<file path="src/rtl/crack_job_issuer.sv">
// rtl/crack_job_issuer.sv - hands 4-char password jobs to a cracker and reports the outcome
// Optional RUN-cycle limit: define CRACK_TIMEOUT_EN.
module crack_job_issuer #(
  parameter int RST_CYCLES = 2,
  parameter int TIMEOUT    = 2000000
) (
  input  logic        clk,
  input  logic        rst,
  input  logic        job_valid,
  output logic        job_ready,
  input  logic [31:0] job_password,
  output logic [32:0] cracker_password,
  output logic        cracker_rst,
  input  logic        cracker_found,
  input  logic        cracker_done,
  output logic        result_valid,
  input  logic        result_ready,
  output logic        result_found,
  output logic        result_invalid,
  output logic        result_timeout,
  output logic [31:0] result_cycles
);

  localparam int RW = (RST_CYCLES > 1) ? $clog2(RST_CYCLES) : 1;
  localparam logic [RW-1:0] RST_LAST = RW'(RST_CYCLES - 1);

  typedef enum logic [2:0] {
    IDLE    = 3'd0,
    CHECK   = 3'd1,
    RESTART = 3'd2,
    RUN     = 3'd3,
    REPORT  = 3'd4
  } state_t;

  state_t        state, state_next;
  logic [31:0]   pw;
  logic [31:0]   cyc;
  logic [31:0]   cyc_inc;
  logic [RW-1:0] rst_cnt;
  logic          res_found;
  logic          res_invalid;
  logic          chars_ok;
  logic          hit_limit;

  function automatic logic char_ok(input logic [7:0] c);
    return ((c >= 8'h30) && (c <= 8'h39)) || ((c >= 8'h41) && (c <= 8'h5A));
  endfunction

  assign chars_ok = char_ok(pw[31:24]) && char_ok(pw[23:16]) &&
                    char_ok(pw[15:8])  && char_ok(pw[7:0]);

  // Counter sticks at all-ones rather than wrapping back to a small value.
  assign cyc_inc = (cyc == 32'hFFFF_FFFF) ? cyc : cyc + 32'd1;

`ifdef CRACK_TIMEOUT_EN
  logic res_timeout;
  assign hit_limit      = (cyc_inc >= 32'(TIMEOUT));
  assign result_timeout = res_timeout;
`else
  assign hit_limit      = 1'b0;
  assign result_timeout = 1'b0;
`endif

  always_comb begin
    state_next = state;
    case (state)
      IDLE:    if (job_valid) state_next = CHECK;
      CHECK:   state_next = chars_ok ? RESTART : REPORT;
      RESTART: if (rst_cnt == RST_LAST) state_next = RUN;
      RUN:     if (cracker_found || cracker_done || hit_limit) state_next = REPORT;
      REPORT:  if (result_ready) state_next = IDLE;
      default: state_next = IDLE;
    endcase
  end

  always_ff @(posedge clk) begin
    if (rst) begin
      state       <= IDLE;
      pw          <= '0;
      cyc         <= '0;
      rst_cnt     <= '0;
      res_found   <= 1'b0;
      res_invalid <= 1'b0;
`ifdef CRACK_TIMEOUT_EN
      res_timeout <= 1'b0;
`endif
    end else begin
      state <= state_next;
      case (state)
        IDLE: begin
          if (job_valid) begin
            pw          <= job_password;
            cyc         <= '0;
            res_found   <= 1'b0;
            res_invalid <= 1'b0;
`ifdef CRACK_TIMEOUT_EN
            res_timeout <= 1'b0;
`endif
          end
        end
        CHECK: begin
          rst_cnt <= '0;
          if (!chars_ok) res_invalid <= 1'b1;
        end
        RESTART: begin
          rst_cnt <= rst_cnt + 1'b1;
          cyc     <= '0;
        end
        RUN: begin
          cyc <= cyc_inc;
          if (cracker_found) res_found <= 1'b1;
`ifdef CRACK_TIMEOUT_EN
          if (!cracker_found && !cracker_done && hit_limit) res_timeout <= 1'b1;
`endif
        end
        default: ;
      endcase
    end
  end

  assign job_ready        = (state == IDLE);
  assign cracker_rst      = rst || (state == RESTART);
  assign cracker_password = {1'b0, pw};
  assign result_valid     = (state == REPORT);
  assign result_found     = res_found;
  assign result_invalid   = res_invalid;
  assign result_cycles    = cyc;

endmodule

</file>
<file path="config.mk">
export PLATFORM = sky130hd
export DESIGN_NAME = crack_job_issuer
export DESIGN_NICKNAME = d
export VERILOG_FILES = /design/src/rtl/crack_job_issuer.sv
export SDC_FILE = /design/constraint.sdc
export NUM_CORES = 1
export LEC_CHECK = 0
export BUFFER_PORTS_ARGS = -buffer_cell sky130_fd_sc_hd__buf_2
export CELL_PAD_IN_SITES_DETAIL_PLACEMENT = 0
export CELL_PAD_IN_SITES_GLOBAL_PLACEMENT = 1
export CORE_MARGIN = 2
export CORE_UTILIZATION = 32
export CTS_CLUSTER_DIAMETER = 150
export DETAILED_ROUTE_END_ITERATION = 16
export PLACE_DENSITY = 0.82
export SLEW_MARGIN = 0
export SYNTH_ARGS = -nofsm -noshare
export SYNTH_HDL_FRONTEND = slang
export SYNTH_SLANG_ARGS = --single-unit
</file>
<file path="constraint.sdc">
create_clock -name clk -period 2.12 [get_ports clk]
set_clock_uncertainty 0.2 [all_clocks]
set_input_delay 0.212 -clock clk [delete_from_list [all_inputs] [get_ports clk]]
set_output_delay 0.212 -clock clk [all_outputs]
set_load 0.1 [all_outputs]
</file>
==> impl_metrics.py <==
metrics = {
    "worst_setup_path": {
        "slowest_delay_ns": 0.58,
        "cp_data_required_time_ns": 2.21,
        "critPathMostFrequentCell": "dlygate4sd3_1",
        "crit_fanout": 2,
        "crit_path_top_delay_cell": "dlygate4sd3_1",
        "start_kind": "input port",
        "crit_chain": "dlygate4sd3_1 -> buf_2 -> or3_1 -> a2111oi_2 -> dlygate4sd3_1",
        "critPathKind": "input port to flip-flop",
        "cp-end-kind": "flip-flop",
        "critPathArrivalTime_ns": 2.22,
    },
    "outcome": {
        "status": "finished, violations left",
        "violations": "setup timing",
    },
    "synthesis": {
        "synth_seq_cells": 70,
        "synth_commonest_cells": "nand2_1, dfxtp_1, a21oi_1",
        "yosys_warnings": 0,
        "yosys.area.top_type": "dfxtp_1",
        "yosysMostFrequentCell": "nand2_1",
        "netlist_area_mm2": 0.00331,
        "yosysUniqueCellTypes": 56,
        "synth_flop_cell": "dfxtp_1",
        "netlist_top_cells_area": "dfxtp_1, nand2_1, a21oi_1, or3_1, nand3_1",
        "synth_top_area_share_pct": 42.3,
        "synth_area_per_cell_um2": 7.88,
        "synth-edff-count": 0,
        "yosysSeqAreaShare_pct": 42.3,
        "syn_inst": 420,
        "async_flop_share_pct": 0,
    },
    "clocking": {
        "clockBufferDepth": 2,
        "clkTransAtPathRegs_ns": 0.08,
        "cts_root_buf": "clkbuf_8",
        "cts_sinks": 70,
        "clk_latency_ns": 0.35,
        "cts-htree-levels": 3,
        "numCtsBuffers": 9,
        "cts_tree": "built",
    },
    "global_routing": {
        "grt_pass1_wl_um": 16900,
        "antenna_found_initial": 0,
        "grt-ovfl-total": 0,
        "gr-usage-all-layers_pct": 18.5,
        "grt_pass1_vias": 3650,
        "grt_max_degree": 41,
    },
    "placed_design": {
        "dp_cells": 668,
        "gp_congestion": 0.804,
        "io_buffers": 106,
        "place_hpwl_um": 7070,
    },
    "final_layout": {
        "stdcell_count": 724,
        "fill_cells": 1003,
        "multi_input_area_mm2": 0.00190,
        "drive_gt1_share_pct": 41.7,
        "postLayoutCoreUtil_pct": 49.0,
        "nNetsFinal": 622,
        "area_delta_synth_final_pct": 50.6,
        "register_area_mm2": 0.00155,
        "antenna_cells": 0,
    },
    "routing": {
        "vias_per_cell": 5.15,
        "antenna_left": 0,
        "drcViolationCount": 0,
        "wl_per_cell_um": 14.3,
        "drtIter0Drc": 122,
        "wirelength_um": 10400,
        "first_pass_iters": 4,
        "dr_total_vias": 3727,
    },
    "timing": {
        "setup_violations": 1,
        "min_period_ns": 2.12,
        "timing.fmax_mhz": 471,
        "slew-limit-headroom_pct": 57.6,
        "max_slew.worst_pin.slew_ns": 0.634,
        "setup_ws_ns": -0.00423,
        "period_share_pct": 100,
        "rsz0062_at_grt": "yes",
        "hold_viol": 0,
        "slew_violations": 0,
    },
    "worst_hold_path": {
        "worstHoldPathType": "input port to flip-flop",
    },
    "power_and_ir_drop": {
        "p_leak_nw": 2.07,
        "power_density_mw_per_mm2": 674,
        "ir_drop_mv": 0.454,
    },
    "floorplan": {
        "coreArea_mm2": 0.0102,
        "start_util_pct": 32.5,
        "row_count": 37,
        "die_h_um": 106,
        "num_io_pins": 109,
        "die_w_um": 106,
        "die_area_mm2": 0.0112,
    },
    "flow_run": {
        "drv_cap": 0,
    },
}
## power breakdown
group	internal [mW]	switching (mW)
Sequential	1.34	0.0546
Combinational	0.213	0.619
Clock	0.573	0.561
## stage by stage
stage / setup slack, ns / cell area, um^2 / setup TNS (ns) / power (mW) / hold WS, ns
floorplan: -0.194 / 3630 / -6.81 / 2.05 / 0.0942
global placement: 0.0403 / 4350 / 0 / 2.19 / 0.244
detailed placement: 0.0132 / 4350 / 0 / 2.19 / 0.250
CTS: 0.0128 / 4940 / 0 / 3.39 / 0.142
global route: -0.0952 / 4990 / -0.543 / 3.50 / 0.154
finish: -0.00423 / 4990 / -0.00423 / 3.36 / 0.144
## final cells by class
cell class / count / share of cell area [%]
clock inverter: 5 / 0.703
sequential: 70 / 31.1
tap: 136 / 3.41
clock buffer: 11 / 3.49
multi-input combinational: 323 / 38.2
timing repair buffer: 173 / 22.6
inverter: 6 / 0.452
## placed cells by master, fill, tap and decap left out, types with 4 or more instances in the layout
cell type,count
buf_2,106
nand2_1,85
a21oi_1,55
dfxtp_2,37
dlygate4sd3_1,36
buf_4,30
dfxtp_4,28
or3_1,22
nand3_1,18
o21ai_0,18
nor2_1,16
nand4_1,10
clkbuf_8,9
or4_1,8
inv_1,6
o211ai_1,6
o21ai_1,5
nor4_1,5
dfxtp_1,5
and3_1,4
and4_4,4
xnor2_1,4
## sequential cells by signal (all words and copies together) (netlist names)
register / flops
pw: 32
result_cycles: 32
result_found: 1
result_invalid: 1
rst_cnt: 1
state: 3
## critical path: cells and delay by family
family                 cells  cell delay (ns)
AO/OA/AOI/OAI              1             0.38
buffers and inverters      3             1.24
AND/OR/NAND/NOR            1             0.39
## path summary, 6_finish.rpt
path	start	end	slack, ns	cells past startpoint
max	cracker_done	state[0]	-0.004	5
min	rst	result_cycles[1]	0.14	3
max reg2reg	state[1]	state[0]	-0.004	4
min reg2reg	pw[29]	pw[29]	0.27	2
## kinds of logic (layout without fill, tap and decap cells)
| logic type | after synthesis | after routing | share of synthesized area (%) |
|---|---|---|---|
| adders and majority gates | 1 | 1 | 0.378 |
| other | 1 | 2 | 0.113 |
| buffers and inverters | 28 | 195 | 3.70 |
| AOI/OAI and AO/OA | 110 | 110 | 20.0 |
| and+or+nand+nor | 202 | 202 | 31.3 |
| xor gates and xnor gates | 7 | 7 | 1.85 |
| muxes | 1 | 1 | 0.302 |
| DFF | 70 | 70 | 42.3 |
## timing repair
item / 4_1_cts / 5_1_grt
hold buffers: 36 / 0
resized for setup: 0 / 9
endpoints found under the setup margin: 1 / 18
pin swaps: 3 / 3
endpoints found under the hold margin: 35 / 0
gates cloned: 0 / 0
buffers inserted: 4 / 0
## routing by layer
metal / up-vias / share of wire, % / global-route usage (%) / wire length, um
met5: - / 0 / 0 / 0
met4: 0 / 1.4 / 4.89 / 143
met3: 13 / 7.4 / 6.31 / 767
met2: 115 / 49 / 33.0 / 5120
met1: 1746 / 42 / 21.1 / 4330
li1: 1853 / - / - / -
No activity file was read; power rests on OpenSTA's default activity.
